$ cat config.mk
export PLATFORM = sky130hd
export DESIGN_NAME = tqvp_bus_initiator
export DESIGN_NICKNAME = d
export VERILOG_FILES = /design/src/rtl/tqvp_bus_pkg.sv /design/src/rtl/tqvp_bus_initiator.sv
export SDC_FILE = /design/constraint.sdc
export NUM_CORES = 1
export LEC_CHECK = 0
export BUFFER_PORTS_ARGS = -buffer_cell sky130_fd_sc_hd__buf_2
export CAP_MARGIN = 30
export CORE_ASPECT_RATIO = 1.5
export CORE_MARGIN = 2
export CORE_UTILIZATION = 49
export DETAILED_ROUTE_END_ITERATION = 6
export HOLD_SLACK_MARGIN = 0.15
export PLACE_DENSITY = 0.8
export SYNTH_ARGS = -nofsm -noshare
export SYNTH_HDL_FRONTEND = slang
export SYNTH_SLANG_ARGS = --single-unit
export TNS_END_PERCENT = 100
$ cat constraint.sdc
create_clock -name clk -period 1.84 [get_ports clk]
set_clock_uncertainty 0.1 [all_clocks]
set_input_delay 0.276 -clock clk [delete_from_list [all_inputs] [get_ports clk]]
set_output_delay 0.276 -clock clk [all_outputs]
set_load 0.02 [all_outputs]
$ cat src/rtl/tqvp_bus_pkg.sv
// Shared definitions for the TQVP peripheral bus initiator: transfer size codes,
// controller state encoding and the size-based data masking helper.
package tqvp_bus_pkg;

  localparam logic [1:0] SIZE_8    = 2'b00;
  localparam logic [1:0] SIZE_16   = 2'b01;
  localparam logic [1:0] SIZE_32   = 2'b10;
  localparam logic [1:0] SIZE_NONE = 2'b11;

  typedef enum logic [1:0] {
    ST_IDLE,
    ST_WRITE,
    ST_READ,
    ST_RESP
  } state_e;

  // Zero every byte lane above the transfer size.
  function automatic logic [31:0] size_mask(input logic [31:0] data, input logic [1:0] size);
    logic [31:0] res;
    case (size)
      SIZE_8:  res = {24'h0, data[7:0]};
      SIZE_16: res = {16'h0, data[15:0]};
      default: res = data;
    endcase
    return res;
  endfunction

endpackage

$ cat src/rtl/tqvp_bus_initiator.sv
// Single-outstanding command-to-peripheral bus initiator with read timeout and
// a latched rising-edge interrupt flag. Every output comes straight from a flop.
module tqvp_bus_initiator
  import tqvp_bus_pkg::*;
#(
  parameter int TIMEOUT_CYCLES = 16
) (
  input  logic        clk,
  input  logic        rst_n,
  input  logic        cmd_valid,
  output logic        cmd_ready,
  input  logic        cmd_write,
  input  logic [1:0]  cmd_size,
  input  logic [5:0]  cmd_addr,
  input  logic [31:0] cmd_wdata,
  output logic        rsp_valid,
  input  logic        rsp_ready,
  output logic [31:0] rsp_rdata,
  output logic        rsp_err,
  output logic [5:0]  per_addr,
  output logic [31:0] per_wdata,
  output logic [1:0]  per_write_n,
  output logic [1:0]  per_read_n,
  input  logic [31:0] per_rdata,
  input  logic        per_ready,
  input  logic        per_irq,
  output logic        irq_pending,
  input  logic        irq_ack
);

  localparam logic [7:0] TO_LAST = 8'(TIMEOUT_CYCLES - 1);

  state_e      state_q, state_d;
  logic        cmd_ready_q, cmd_ready_d;
  logic        rsp_valid_q, rsp_valid_d;
  logic        rsp_err_q, rsp_err_d;
  logic [31:0] rsp_rdata_q, rsp_rdata_d;
  logic [5:0]  per_addr_q, per_addr_d;
  logic [31:0] per_wdata_q, per_wdata_d;
  logic [1:0]  per_write_n_q, per_write_n_d;
  logic [1:0]  per_read_n_q, per_read_n_d;
  logic [1:0]  size_q, size_d;
  logic [7:0]  cnt_q, cnt_d;
  logic        irq_prev_q, irq_prev_d;
  logic        irq_pending_q, irq_pending_d;

  always_ff @(posedge clk or negedge rst_n) begin
    if (!rst_n) begin
      state_q       <= ST_IDLE;
      cmd_ready_q   <= 1'b0;
      rsp_valid_q   <= 1'b0;
      rsp_err_q     <= 1'b0;
      rsp_rdata_q   <= '0;
      per_addr_q    <= '0;
      per_wdata_q   <= '0;
      per_write_n_q <= SIZE_NONE;
      per_read_n_q  <= SIZE_NONE;
      size_q        <= SIZE_NONE;
      cnt_q         <= '0;
      irq_prev_q    <= 1'b0;
      irq_pending_q <= 1'b0;
    end else begin
      state_q       <= state_d;
      cmd_ready_q   <= cmd_ready_d;
      rsp_valid_q   <= rsp_valid_d;
      rsp_err_q     <= rsp_err_d;
      rsp_rdata_q   <= rsp_rdata_d;
      per_addr_q    <= per_addr_d;
      per_wdata_q   <= per_wdata_d;
      per_write_n_q <= per_write_n_d;
      per_read_n_q  <= per_read_n_d;
      size_q        <= size_d;
      cnt_q         <= cnt_d;
      irq_prev_q    <= irq_prev_d;
      irq_pending_q <= irq_pending_d;
    end
  end

  always_comb begin
    state_d       = state_q;
    rsp_valid_d   = rsp_valid_q;
    rsp_err_d     = rsp_err_q;
    rsp_rdata_d   = rsp_rdata_q;
    per_addr_d    = per_addr_q;
    per_wdata_d   = per_wdata_q;
    per_write_n_d = per_write_n_q;
    per_read_n_d  = per_read_n_q;
    size_d        = size_q;
    cnt_d         = cnt_q;

    case (state_q)
      ST_IDLE: begin
        if (cmd_valid && cmd_ready_q) begin
          per_addr_d  = cmd_addr;
          per_wdata_d = size_mask(cmd_wdata, cmd_size);
          size_d      = cmd_size;
          if (cmd_size == SIZE_NONE) begin
            // Illegal size never touches the peripheral.
            state_d     = ST_RESP;
            rsp_valid_d = 1'b1;
            rsp_err_d   = 1'b1;
            rsp_rdata_d = '0;
          end else if (cmd_write) begin
            state_d       = ST_WRITE;
            per_write_n_d = cmd_size;
          end else begin
            state_d      = ST_READ;
            per_read_n_d = cmd_size;
            cnt_d        = '0;
          end
        end
      end
      ST_WRITE: begin
        state_d       = ST_RESP;
        per_write_n_d = SIZE_NONE;
        rsp_valid_d   = 1'b1;
        rsp_err_d     = 1'b0;
        rsp_rdata_d   = '0;
      end
      ST_READ: begin
        // Ready is checked before the timeout so a last-cycle ready still succeeds.
        if (per_ready) begin
          state_d      = ST_RESP;
          per_read_n_d = SIZE_NONE;
          rsp_valid_d  = 1'b1;
          rsp_err_d    = 1'b0;
          rsp_rdata_d  = size_mask(per_rdata, size_q);
        end else if (cnt_q == TO_LAST) begin
          state_d      = ST_RESP;
          per_read_n_d = SIZE_NONE;
          rsp_valid_d  = 1'b1;
          rsp_err_d    = 1'b1;
          rsp_rdata_d  = '0;
        end else begin
          cnt_d = cnt_q + 8'd1;
        end
      end
      ST_RESP: begin
        if (rsp_ready) begin
          state_d     = ST_IDLE;
          rsp_valid_d = 1'b0;
        end
      end
      default: state_d = ST_IDLE;
    endcase

    cmd_ready_d = (state_d == ST_IDLE);
  end

  // A fresh edge outranks a simultaneous acknowledge.
  always_comb begin
    irq_prev_d = per_irq;
    if (per_irq && !irq_prev_q)
      irq_pending_d = 1'b1;
    else if (irq_ack)
      irq_pending_d = 1'b0;
    else
      irq_pending_d = irq_pending_q;
  end

  assign cmd_ready   = cmd_ready_q;
  assign rsp_valid   = rsp_valid_q;
  assign rsp_err     = rsp_err_q;
  assign rsp_rdata   = rsp_rdata_q;
  assign per_addr    = per_addr_q;
  assign per_wdata   = per_wdata_q;
  assign per_write_n = per_write_n_q;
  assign per_read_n  = per_read_n_q;
  assign irq_pending = irq_pending_q;

endmodule

==> impl_metrics.env <==
export IMPL_run_status="completed"
export IMPL_ant_nets=0
export IMPL_dr_pass1_iters=4
export IMPL_cap_violations=0
export IMPL_synthArstFlopShare_pct=100
export IMPL_clock_root_buffer="clkbuf_16"
export IMPL_tritoncts="built"
export IMPL_p_leak_nw=3.02
export IMPL_fp_dieW_um=78.8
export IMPL_nets=735
export IMPL_grt_pass1_wl_um=19400
export IMPL_hold_viol_final=0
export IMPL_setup_viol=0
export IMPL_totalWireLength_um=12000
export IMPL_cts_buffer_depth=2
export IMPL_grt_pass1_vias=4154
export IMPL_finalSetupTns_ns=0
export IMPL_fmax_mhz=572
export IMPL_endpoint_kind="flop"
export IMPL_crit_required_ns=1.93
export IMPL_core_area_um2=8060
export IMPL_avgRoutedWirePerCell_um=15.7
export IMPL_synth_seq_cells=91
export IMPL_dieArea_um2=9150
export IMPL_start_util_pct=51.0
export IMPL_ys_warn_count=0
export IMPL_synth_cells=426
export IMPL_cts_sinks=91
export IMPL_hold_path_startpoint="cmd_valid"
export IMPL_total_power_w=0.00894
export IMPL_io_buffer_count=157
export IMPL_ir_worst_vdd_uv=863
export IMPL_critical_path_arrival_ns=1.84
export IMPL_slew_headroom_pct=72.6
export IMPL_synth_area_leaders="dfrtp_1 52%, nand2_1 10%, o221ai_1 6.8%"
export IMPL_worst_pin_slew_ns=0.411
export IMPL_ys_types=48
export IMPL_rsz0062_at_grt="no"
export IMPL_syn_nets=507
export IMPL_drt_initial_drc_count=201
export IMPL_layout_drive_gt1_share_pct=31.0
export IMPL_yosysSeqAreaShare_pct=55.6
export IMPL_critPathKind="flop to flop"
export IMPL_hold_path_class="input port to flop"
export IMPL_htree_levels=3
export IMPL_yosys_area_top_type="dfrtp_1"
export IMPL_synth_edf_count=0
export IMPL_syn_to_final_growth_pct=50.2
export IMPL_startpoint_type="flop"
export IMPL_antenna_found_initial=0
export IMPL_vias=4059
export IMPL_path_max_fanout=33
export IMPL_crit_start="cnt_q[5]"
export IMPL_clock_latency_ns=0.33
export IMPL_cts_inserted_buffers=9
export IMPL_finalCritPeriodShare_pct=95.0
export IMPL_drc_errors=0
export IMPL_ios=158
export IMPL_syn_area_um2=4110
export IMPL_synthTopCellsByCount="109 x nand2_1, 85 x dfrtp_1, 38 x inv_1, 32 x o221ai_1, 19 x clkbuf_1"
export IMPL_layout_min_cycle_time_ns=1.75
export IMPL_rows=40
export IMPL_grt_ovfl_total=0
export IMPL_yosysMostFrequentCell="nand2_1"
export IMPL_r2r_start="cnt_q[5]"
export IMPL_grt_max_degree=61
export IMPL_cellPowerDensity_nw_per_um2=1450
export IMPL_slew_viol_final=0
export IMPL_clk_pin_slew_ns=0.06
export IMPL_post_synth_cell_area_avg_um2=9.64
export IMPL_grtUsageTotal_pct=27.1
export IMPL_synthFlopType="dfrtp_1"
export IMPL_antenna_cells=0
export IMPL_die_y_um=116
export IMPL_hpwl_um=7210
export IMPL_avgViaCountPerCell=5.31
export IMPL_gp_congestion=0.838
export IMPL_netlist_area_leader_share_pct=51.8
==> critical path: stages, from the launching register on <==
cell      delay (ns)
dfrtp_1         0.44
or4_4           0.61
nor2_4          0.12
buf_12          0.19
o221ai_1        0.15
==> flip-flops by register name, indices dropped and copies added, names as in the netlist, 2 cells and up <==
| signal | count |
|---|---|
| cnt_q | 8 |
| size_q | 2 |
| per_write_n | 2 |
| state_q | 2 |
| per_addr | 6 |
| per_wdata | 32 |
| rsp_rdata | 32 |
| per_read_n | 2 |
==> stage by stage <==
step / setup slack, ns / hold slack, ns / cells / util [%] / instance area [um^2]
floorplan: 0.191 / -0.120 / 426 / - / 4110
global placement: 0.170 / 0.128 / 674 / 63.4 / 5110
detailed placement: 0.121 / 0.140 / 674 / 63.4 / 5110
CTS: 0.110 / 0.189 / 764 / 76.5 / 6170
global route: 0.0342 / 0.208 / 764 / 76.6 / 6170
finish: 0.0913 / 0.207 / 764 / 76.6 / 6170
==> worst paths after layout <==
kind	end	slack, ns	cells after the start
worst max register to register	rsp_rdata[27]	0.09	4
worst min-delay path	per_write_n[1]	0.21	3
worst max-delay path	rsp_rdata[27]	0.09	4
min in group asynchronous	rsp_rdata[3]	0.32	2
worst min register to register	irq_pending	0.36	1
max in group asynchronous	per_read_n[0]	0.73	3
==> power breakdown <==
| part | switching [W] | internal [W] | total [W] |
|---|---|---|---|
| logic | 0.00221 | 0.00146 | 0.00367 |
| registers | 0.000571 | 0.00281 | 0.00338 |
| clock network | 0.000728 | 0.00116 | 0.00189 |
==> cell usage in the layout, fill, tap and decap left out, drive strengths merged, types with 2 or more instances in the layout <==
cell	netlist	routed
buf	9	171
nand2	109	109
dfrtp	85	85
dlygate4sd3	0	74
inv	38	38
o21ai	34	34
o221ai	32	32
mux2	16	16
clkbuf	19	12
nand3	11	11
a21oi	8	8
nor2	7	7
dfstp	6	6
a211oi	5	5
nor3	4	4
nand4	3	3
or3	3	3
nor4	3	3
or2	3	3
or4	3	3
mux2i	2	2
a221oi	2	2
clkinv	0	2
nand4bb	2	2
nor2b	2	2
and3b	2	2
==> routing by layer <==
layer	track usage (%)	up-vias	part of all wire (%)
li1	-	1930	-
met1	31.9	1929	39
met2	48.9	183	52
met3	6.03	17	7.2
met4	9.01	0	1.7
met5	0	-	0
==> area by class of cell <==
type,instances,area (um^2)
clock buffer,12,267
clock inverter,4,47.5
fill,532,1890
inverter,38,143
multi-input combinational,269,1590
sequential,91,2290
tap,105,131
timing repair buffer,245,1710
==> logic make-up (layout without fill, tap and decap cells) <==
logic type | Yosys count | count (layout) | synth area share [%]
adder cells (fa/ha/maj) | 1 | 1 | 0.305
AO/OA/AOI/OAI | 92 | 92 | 15.4
flip-flops | 91 | 91 | 55.6
AND/OR/NAND/NOR | 158 | 158 | 17.5
buffers and inverters | 66 | 299 | 6.24
multiplexers | 18 | 18 | 4.87
==> timing repair <==
item / in CTS / in global routing
resized for setup: 0 / 3
hold buffers: 74 / 0
endpoints found under the setup margin: 0 / 29
buffers inserted: 0 / 0
endpoints found under the hold margin: 149 / 0
Power figures use the tool's default switching activity.
